$ cat src/rtl/p2p_pkg.sv
// Shared constants and FSM encoding for the point-to-point multiplier result path.
package p2p_pkg;
    localparam int SIZE = 16;
    localparam int DW   = 8;
    localparam int AW   = 4;
    localparam int SW   = DW + AW;

    typedef enum logic [1:0] {
        COLLECT = 2'd0,
        DRAIN   = 2'd1,
        DONE    = 2'd2
    } state_t;
endpackage

$ cat src/rtl/p2p_stat_acc.sv
// Running sum and maximum of the accepted products of one frame.
module p2p_stat_acc
    import p2p_pkg::*;
(
    input  logic          clk,
    input  logic          rst,
    input  logic          clear,
    input  logic          accept,
    input  logic [DW-1:0] data,
    output logic [SW-1:0] sum,
    output logic [DW-1:0] max_val
);
    always_ff @(posedge clk or negedge rst) begin
        if (!rst) begin
            sum     <= '0;
            max_val <= '0;
        end else if (clear) begin
            sum     <= '0;
            max_val <= '0;
        end else if (accept) begin
            sum <= sum + {{(SW-DW){1'b0}}, data};
            if (data > max_val)
                max_val <= data;
        end
    end
endmodule

$ cat src/rtl/p2p_result_collector.sv
// Captures one frame of SIZE products, tracks sum/max, then drains them in index order.
module p2p_result_collector
    import p2p_pkg::*;
(
    input  logic          clk,
    input  logic          rst,
    input  logic          clear,
    input  logic          in_valid,
    input  logic [DW-1:0] in_data,
    input  logic          out_ready,
    output logic          out_valid,
    output logic [DW-1:0] out_data,
    output logic [AW-1:0] out_idx,
    output logic          out_last,
    output logic [SW-1:0] sum,
    output logic [DW-1:0] max_val,
    output logic          full,
    output logic          done,
    output logic          overflow_err
);
    localparam logic [AW-1:0] LAST_IDX = AW'(SIZE - 1);

    state_t        state;
    logic [AW-1:0] wr_ptr;
    logic [AW-1:0] rd_ptr;
    logic [DW-1:0] mem [SIZE];
    logic          accept;

    // A product coincident with clear belongs to neither frame and is dropped.
    assign accept = in_valid && !clear && (state == COLLECT);

    always_ff @(posedge clk) begin
        if (accept)
            mem[wr_ptr] <= in_data;
    end

    always_ff @(posedge clk or negedge rst) begin
        if (!rst) begin
            state        <= COLLECT;
            wr_ptr       <= '0;
            rd_ptr       <= '0;
            full         <= 1'b0;
            done         <= 1'b0;
            overflow_err <= 1'b0;
            out_valid    <= 1'b0;
        end else if (clear) begin
            state        <= COLLECT;
            wr_ptr       <= '0;
            rd_ptr       <= '0;
            full         <= 1'b0;
            done         <= 1'b0;
            overflow_err <= 1'b0;
            out_valid    <= 1'b0;
        end else begin
            if (in_valid && state != COLLECT)
                overflow_err <= 1'b1;
            case (state)
                COLLECT: begin
                    if (in_valid) begin
                        if (wr_ptr == LAST_IDX) begin
                            wr_ptr <= '0;
                            full   <= 1'b1;
                            state  <= DRAIN;
                        end else begin
                            wr_ptr <= wr_ptr + AW'(1);
                        end
                    end
                end
                DRAIN: begin
                    // out_valid rises one cycle after full, then follows the handshake.
                    if (!out_valid) begin
                        out_valid <= 1'b1;
                    end else if (out_ready) begin
                        if (rd_ptr == LAST_IDX) begin
                            rd_ptr    <= '0;
                            done      <= 1'b1;
                            out_valid <= 1'b0;
                            state     <= DONE;
                        end else begin
                            rd_ptr <= rd_ptr + AW'(1);
                        end
                    end
                end
                DONE: ;
                default: state <= COLLECT;
            endcase
        end
    end

    assign out_data = mem[rd_ptr];
    assign out_idx  = rd_ptr;
    assign out_last = out_valid && (rd_ptr == LAST_IDX);

    p2p_stat_acc u_stat_acc (
        .clk     (clk),
        .rst     (rst),
        .clear   (clear),
        .accept  (accept),
        .data    (in_data),
        .sum     (sum),
        .max_val (max_val)
    );
endmodule
$ cat config.mk
export PLATFORM = sky130hd
export DESIGN_NAME = p2p_result_collector
export DESIGN_NICKNAME = d
export VERILOG_FILES = /design/src/rtl/p2p_pkg.sv /design/src/rtl/p2p_stat_acc.sv /design/src/rtl/p2p_result_collector.sv
export SDC_FILE = /design/constraint.sdc
export NUM_CORES = 1
export LEC_CHECK = 0
export CAP_MARGIN = 30
export CORE_MARGIN = 10
export CORE_UTILIZATION = 60
export DETAILED_ROUTE_END_ITERATION = 10
export DONT_BUFFER_PORTS = 1
export PLACE_DENSITY_LB_ADDON = 0.05
export SETUP_SLACK_MARGIN = 0.05
export SYNTH_ARGS = -nofsm -noshare
export SYNTH_HDL_FRONTEND = slang
export SYNTH_SLANG_ARGS = --single-unit
$ cat constraint.sdc
create_clock -name clk -period 6.11 [get_ports clk]
set_input_delay 1.222 -clock clk [delete_from_list [all_inputs] [get_ports clk]]
set_output_delay 1.222 -clock clk [all_outputs]
set_load 0.02 [all_outputs]
# Word level (Yosys, flattened, before mapping)
# Memories as Yosys holds them, arrays and structs flattened.
# Cells that the tools add are included.
[op_classes] add_sub_neg=3 n_lt_le_gt_ge=1 eq_ne=10 mux=39 reduce_logical=23
[op_table] cell="4-bit two-way mux" n=9
[op_table] cell="12-bit two-way mux" n=2
[op_table] cell="8-bit two-way mux" n=3
[op_table] cell="2-bit nonzero test" n=11
[op_table] cell="1-bit two-way mux" n=18
[op_table] cell="12-bit by 8-bit adder with 12-bit output" n=1
[op_table] cell="2-bit two-way mux" n=6
[op_table] cell="3-bit != test (second input constant)" n=4
[op_table] cell="4-bit by 1-bit adder with 4-bit output (second input constant)" n=2
[op_table] cell="4-bit equality test (second input constant)" n=2
[op_table] cell="8-bit greater-than comparator" n=1
[op_table] cell="2-bit case mux with 3 select lines" n=1
[op_table] cell="3-bit AND reduction" n=2
[op_table] cell="6-bit AND reduction" n=1
[op_table] cell="1-bit logical AND" n=4
[op_table] cell="2-bit AND reduction" n=2
[op_table] cell="4-bit AND reduction" n=1
[op_table] cell="3-bit by 2-bit != test with 1-bit output (second input constant)" n=1
[op_table] cell="2-bit by 1-bit equality test with 1-bit output (second input constant)" n=1
[op_table] cell="2-bit equality test (second input constant)" n=1
[op_table] cell="2-bit zero test" n=1
[op_table] cell="2-bit != test (second input constant)" n=1
[op_table] cell="1-bit zero test" n=1
[totals] register_bits=34 mem_bits_rw=128 output_inout_bits=37 elab_cells=86 mem_count=1
[mem_list] memory="mem" words=16 width=8 read_ports=1 rd_ports_with_merged_regs=0 write_ports=1 line="p2p_result_collector.sv:26" rtl="logic [DW-1:0] mem [SIZE];"

# Depth between registers and ports, before layout
# Gate-level depths: netlist (run 1).
[depth] word_depth=6 depth_mapped=8

# By module
# Synthesis (run 1) repeated with hierarchy kept, for this count alone.
[hier_totals] hier_cells=466 area_unflattened_um2=7213.2
[modules_own_cells] module="p2p_result_collector" n_inst=1 cells_per_inst=324 area_each_um2=5798.1 seq_area_each_um2=4194.0
[modules_own_cells] module="p2p_stat_acc" n_inst=1 cells_per_inst=142 area_each_um2=1415.1 seq_area_each_um2=500.5

# Worst setup path after synthesis (run 1)
# OpenSTA, ideal clock, no wires.
[synth_timing] path_type="register to output" start="reg rd_ptr[1], in the netlist out_idx[1]" end="out out_data[6]" t_arrival_ps=1685 required_time_ps=4888 path_slack_ps=3203 path_stages_with_launch=6 n_path_buf=2 cell_sequence="dfrtp_1 -> buf_4 -> clkbuf_1 -> mux4_2 -> a22oi_1 -> nand2_1"
[synth_via] elab_chain_cells=1
[synth_lines] element="start, declared" line="p2p_result_collector.sv:25" rtl="logic [AW-1:0] rd_ptr;"
[synth_lines] element="start signal, assigned" line="p2p_result_collector.sv:80" rtl="rd_ptr <= rd_ptr + AW'(1);"
[synth_lines] element="memory read 16 x 8 bit"
[synth_lines] element="end, declared" line="p2p_result_collector.sv:12" rtl="output logic [DW-1:0] out_data,"
# Every way passes these cells.

# Worst setup path in the final report (run 1)
[layout_timing] start="reg rd_ptr[0], in the netlist out_idx[0]" end="out out_data[3]"
# The elaborated chain is that of the path after synthesis.

==> metrics, run 1 <==
Crit-path slowest cell=dfrtp_2; syn_area_per_cell=14.5 um^2; clock buffer depth=2; FF+latch area=4700 um^2; register area share after synthesis=65.3%; Area Overhead vs Synth=9.56%; combinational share of power=4.3%; worst slew pin tran=962 ps; share of post-route cells with drive strength above 1=12.3%; Post-Layout Cell Count=647; Pleak=2.73 nW; switching share of total power=20.7%; minimum clock period=4270 ps; total CTS buffers=17; CTS-repair resized insts=0; Worst Setup End Kind=primary output; count of cell types in the netlist=41; CTS H-tree depth=4; CP Data Required Time=4890 ps; Mapped Area=7190 um^2; dominant synthesized flop cell=edfxtp_1; post-synth net total=530; worst path cell trace=buf_4, mux2_2, o21ai_0, a21oi_1, a22oi_1, nand2_1; initial DRC count=388; fmax=0.234 GHz; Max Slew Vio Count=0; clk_skew=8.18 ps; worst slack, placed=2310 ps; max incr delay on CP=1000 ps; Hold Vio Cnt, Final=0; crit path DAT=3040 ps; Synth area leader=edfxtp_1; type of origin of the critical path=flip-flop; switching pwr=0.505 mW; n_diodes=0; most instantiated cells after synthesis=edfxtp_1, a21oi_1, dfrtp_1; DR vias/cell=6.28; top-area cell type share of the netlist area=53.5%; PD cells=310 nW/um^2; Top delay family on crit path=flip-flops; CTS tree=done; hold crit path type=primary input to asynchronous set/reset pin; drt total wl=14.9 mm; Vias=4061; relative slew slack=35.9%; area of the core=11600 um^2; Int Pwr=1.93 mW; Crit Path Max Fanout=29; Clock Sinks=162; Flop pwr share=50.7%; gr usage total=18.9%; Mapped Cells=495; setup violators final=0; gpl congestion=0.827; # port buffers=0; Post-DP HPWL=9.86 mm; Die Y=129 um; maximum vdd ir drop=0.192 mV; Final ANT Viol Nets=0; share of flip-flops with an asynchronous set or reset=21.0%; Clock Power Share=45.0%; largest net degree at the start of global routing=46; Root Driver=clkbuf_16; main area contributors after synthesis=edfxtp_1, dfrtp_1, mux4_2; DRC=0; Site Rows=39; CP bufs+invs=1; Clk pin slew, worst setup/hold paths=60 ps; total power=2.44 mW; area of the multi-input gates=2300 um^2; post-route cell area=7870 um^2; cell with the most instances after synthesis=edfxtp_1; Skew-Pair Late Insertion Delay=420 ps; run status=completed; unrepaired setup endpoints after global routing=false; Die Width=129 um; vias in the first global route=4172; flop and latch count out of synthesis=162; DP Cell Count=615; initial antenna violation count=0; Crit Path Category=flip-flop to primary output; # hold bufs at CTS=0; DR pass1 iterations=5; dpl cell area=7260 um^2; post-CTS setup-driven buffer insertion count=0; I/O pin cnt=50; period utilisation layout=69.8%; DIE AREA=16800 um^2; Max-Cap Viols=0; nets=526; Post-synth EDFFs=128; Ys Warns=0; setup TNS=0 ps; Starting Density=62.1%; Worst Setup Slack, final=1840 ps; global-route wire length before repair=23.6 mm; DR WL/cell=23.0 um; fillcell total=763; total congestion overflow=0
## placed cells by master, fill, tap and decap left out, types with 4 or more instances in the layout
cell type and n:
edfxtp_1 128, a21oi_1 34, dfrtp_1 33, mux2i_1 32
nand2_1 29, o21ai_0 27, ha_1 21, nor2_1 18
nand2b_1 18, clkbuf_16 17, mux4_2 16, inv_1 13
and2_1 13, mux2_2 9, and3_1 9, a221oi_1 8
a22oi_1 8, nand3_1 7, xor2_1 7, a211oi_1 5
nor2b_1 4, o211ai_1 4, bufinv_16 4
## power by group through the flow
stage                     Combinational (mW)  Sequential, mW  Clock [mW]
after floorplan                       0.0884            1.25           0
after global placement                0.0986            1.26           0
after detailed placement               0.104            1.26           0
after CTS                              0.104            1.24        1.11
after global routing                   0.119            1.24        1.15
final                                  0.104            1.24        1.10
## state kept, by name, indices dropped and copies added (netlist names)
signal	count
mem	128
wr_ptr	4
done	1
state	2
out_valid	1
full	1
overflow_err	1
u_stat_acc.max_val	8
out_idx	4
u_stat_acc.sum	12
## path summary, 6_finish.rpt
path	start	end	slack, ps	depth (start not counted)
max	out_idx[0]$_DFFE_PN0P_	out_data[3]	1840	6
min	rst	u_stat_acc.sum[6]$_DFFE_PN0P_	490	0
max reg2reg	state[0]$_DFFE_PN0P_	mem[5][1]$_DFFE_PP_	3670	4
min reg2reg	wr_ptr[1]$_DFFE_PN0P_	wr_ptr[1]$_DFFE_PN0P_	580	2
max in group asynchronous	rst	out_idx[0]$_DFFE_PN0P_	5530	0
min in group clk	wr_ptr[1]$_DFFE_PN0P_	wr_ptr[1]$_DFFE_PN0P_	580	2
## layer usage
layer	track usage (%)	vias up	part of all wire, %
met5	0	-	0
met4	6.22	0	1.4
met3	6.12	21	7.2
met2	30.2	140	49
met1	24.0	2023	42
li1	-	1877	-
## stage by stage
step	util, %	hold WS [ps]
CTS	68.1	471
finish	68.1	489
detailed placement	62.8	568
global placement	62.6	550
global route	68.1	470
floorplan	-	543
## layout make-up
type / count / area share, %
repair buffers: 4 / 0.429
flip-flops and latches: 162 / 59.6
clock inverters: 14 / 2.37
multi-input cells: 293 / 29.2
clock buffers: 18 / 5.45
well taps: 143 / 2.27
inverters: 13 / 0.620
## cell families (layout without fill, tap and decap cells)
kind of cell	Yosys count	in the layout	synth area share, %
buf+inv	40	49	2.66
xor+xnor	9	9	1.10
mux	57	57	10.9
simple gates	113	113	8.39
fa+ha+maj	22	22	3.93
compound gates	92	92	7.71
flops	162	162	65.3
No activity file was read; power rests on OpenSTA's default activity.
==> inputs of run 2 (changes only) <==
clock period = 3.95 ns   (was 6.11 ns; I/O delays follow)
==> run 2 against run 1 <==
Sequential power is 54% higher. Register-to-register slack worse by 2000 ps. Final area up 0.70%. Largest cell class unchanged. Cell count is 0.46% higher.
==> metrics, run 2 (same netlist as run 1, synthesis figures left out) <==
biggest regs=mem: 128 flops, u_stat_acc.sum: 12 flops, u_stat_acc.max_val: 8 flops (unchanged); CTS tree=done (unchanged); setup violators final=0 (unchanged); Crit Path Category=flip-flop to primary output (unchanged); relative slew slack=48.1% (was 35.9%); I/O pin cnt=50 (unchanged); gpl congestion=0.861 (was 0.827); share of post-route cells with drive strength above 1=13.0% (was 12.3%); run status=completed (unchanged); worst path cell trace=buf_4, mux2i_1, a221oi_1, a22oi_1, nand2_1 (was buf_4, mux2_2, o21ai_0, a21oi_1, a22oi_1, nand2_1); Root Driver=clkbuf_16 (unchanged); worst slack, placed=1220 ps (was 2310 ps); PD cells=484 nW/um^2 (was 310 nW/um^2); Crit Path Max Fanout=14 (was 29); drt total wl=14.8 mm (was 14.9 mm); largest net degree at the start of global routing=46 (unchanged); Die Y=129 um (unchanged); Max Slew Vio Count=0 (unchanged); type of origin of the critical path=flip-flop (unchanged); post-CTS setup-driven buffer insertion count=0 (unchanged); Largest Register=mem (unchanged); clk_skew=4.06 ps (was 8.18 ps); most frequent cells in the layout=edfxtp_1, a21oi_1, dfrtp_1 (unchanged); DR pass1 iterations=5 (unchanged); Clock Sinks=162 (unchanged); nets=529 (was 526); final core occ=68.6% (was 68.1%); minimum clock period=3230 ps; most common cell after layout, fill and taps aside=edfxtp_1 (unchanged); initial antenna violation count=0 (unchanged); Crit-path slowest cell=dfrtp_2 (unchanged); Post-DP HPWL=9.75 mm (was 9.86 mm); max incr delay on CP=640 ps (was 1000 ps); Die Width=129 um (unchanged); fmax=0.309 GHz; Site Rows=39 (unchanged); clock buffer depth=2 (unchanged); area of the core=11600 um^2 (unchanged); Skew-Pair Late Insertion Delay=420 ps (about the same); Pleak=2.77 nW (was 2.73 nW); Clk pin slew, worst setup/hold paths=60 ps (about the same); DR vias/cell=6.13 (was 6.28); hold crit path type=primary input to asynchronous set/reset pin (unchanged); Largest register FFs=128 (unchanged); Starting Density=62.1% (unchanged); # port buffers=0 (unchanged); vias in the first global route=4050 (was 4172); Vias=3984 (was 4061); CP Data Required Time=3160 ps (was 4890 ps); Worst Setup End Kind=primary output (unchanged); maximum vdd ir drop=0.259 mV (was 0.192 mV); period utilisation layout=81.8%; DRC=0 (unchanged); DR WL/cell=22.8 um (was 23.0 um); worst slew pin tran=779 ps (was 962 ps); crit path DAT=2440 ps (was 3040 ps); global-route wire length before repair=23.1 mm (was 23.6 mm); # hold bufs at CTS=0 (unchanged); total congestion overflow=0 (unchanged); unrepaired setup endpoints after global routing=false (unchanged); n_diodes=0 (unchanged); Area Overhead vs Synth=10.3% (was 9.56%); CTS-repair resized insts=0 (unchanged); Final ANT Viol Nets=0 (unchanged); gr usage total=18.6% (was 18.9%); setup TNS=0 ps (unchanged); Hold Vio Cnt, Final=0 (unchanged); CTS H-tree depth=4 (unchanged); initial DRC count=380 (was 388); total CTS buffers=17 (unchanged); Max-Cap Viols=0 (unchanged); DIE AREA=16800 um^2 (unchanged); Worst Setup Slack, final=718 ps (was 1840 ps)
-- run 2: cell types whose count changed in the layout (fill, tap and decap cells not counted) --
cell        delta
buf_6          -1
clkinv_2       +1
bufinv_16      +1
inv_6          -1
clkinv_4       +1
buf_12         +1
clkinv_1       -1
clkinvlp_4     -1
buf_4          +3
-- run 2: critical path, delay by kind of cell, from the launching register on --
family	cells	cell delay, ps
multiplexers	1	100
buffers and inverters	1	310
AND/OR/NAND/NOR	1	220
flip-flops	1	640
AO/OA/AOI/OAI	2	740
-- run 2: worst paths after layout --
kind                                                from                       endpoint  slack (ps)  cells after the start
min in group clk                                   clear           state[1]$_DFFE_PN0P_         420                      1
max reg2reg                u_stat_acc.sum[0]$_DFFE_PN0P_  u_stat_acc.sum[8]$_DFFE_PN0P_        1700                      7
min                                                  rst  u_stat_acc.sum[0]$_DFFE_PN0P_          50                      0
max in group asynchronous                            rst         out_idx[0]$_DFFE_PN0P_        3810                      0
max                               out_idx[0]$_DFFE_PN0P_                    out_data[7]         720                      5
min reg2reg                        wr_ptr[1]$_DFFE_PN0P_          wr_ptr[1]$_DFFE_PN0P_         570                      2
-- run 2: stage by stage --
stage | hold WS [ps] | power, mW | instances | instance area (um^2)
6_report | 53.9 | 3.84 | 650 | 7930
5_1_grt | 31.3 | 3.96 | 650 | 7930
4_1_cts | 31.9 | 3.87 | 650 | 7930
3_5_place_dp | 496 | 2.11 | 618 | 7290
3_3_place_gp | 496 | 2.10 | 618 | 7290
2_1_floorplan | 494 | 2.08 | 495 | 7190
-- run 2: where the power goes --
| part | leakage, nW | total (mW) | internal [mW] | switching (mW) |
|---|---|---|---|---|
| clock network | 0.308 | 1.77 | 1.12 | 0.648 |
| logic | 0.845 | 0.158 | 0.0678 | 0.0904 |
| registers | 1.62 | 1.91 | 1.87 | 0.0444 |
| total | 2.77 | 3.84 | 3.06 | 0.783 |
-- run 2: routing by layer --
metal	wire (um)	part of all wire, %	GRT usage [%]	vias up
met1	6440	43	23.6	1973
met4	176	1.2	6.35	0
met3	1200	8.1	7.42	14
li1	-	-	-	1882
met5	0	0	0	-
met2	7010	47	28.6	115
-- run 2: cell type report --
type / count / area (um^2)
inverters: 13 / 48.8
fillers: 805 / 3640
flip-flops and latches: 162 / 4700
well taps: 143 / 179
multi-input cells: 293 / 2300
repair buffers: 7 / 65.1
clock inverters: 14 / 210
clock buffers: 18 / 429
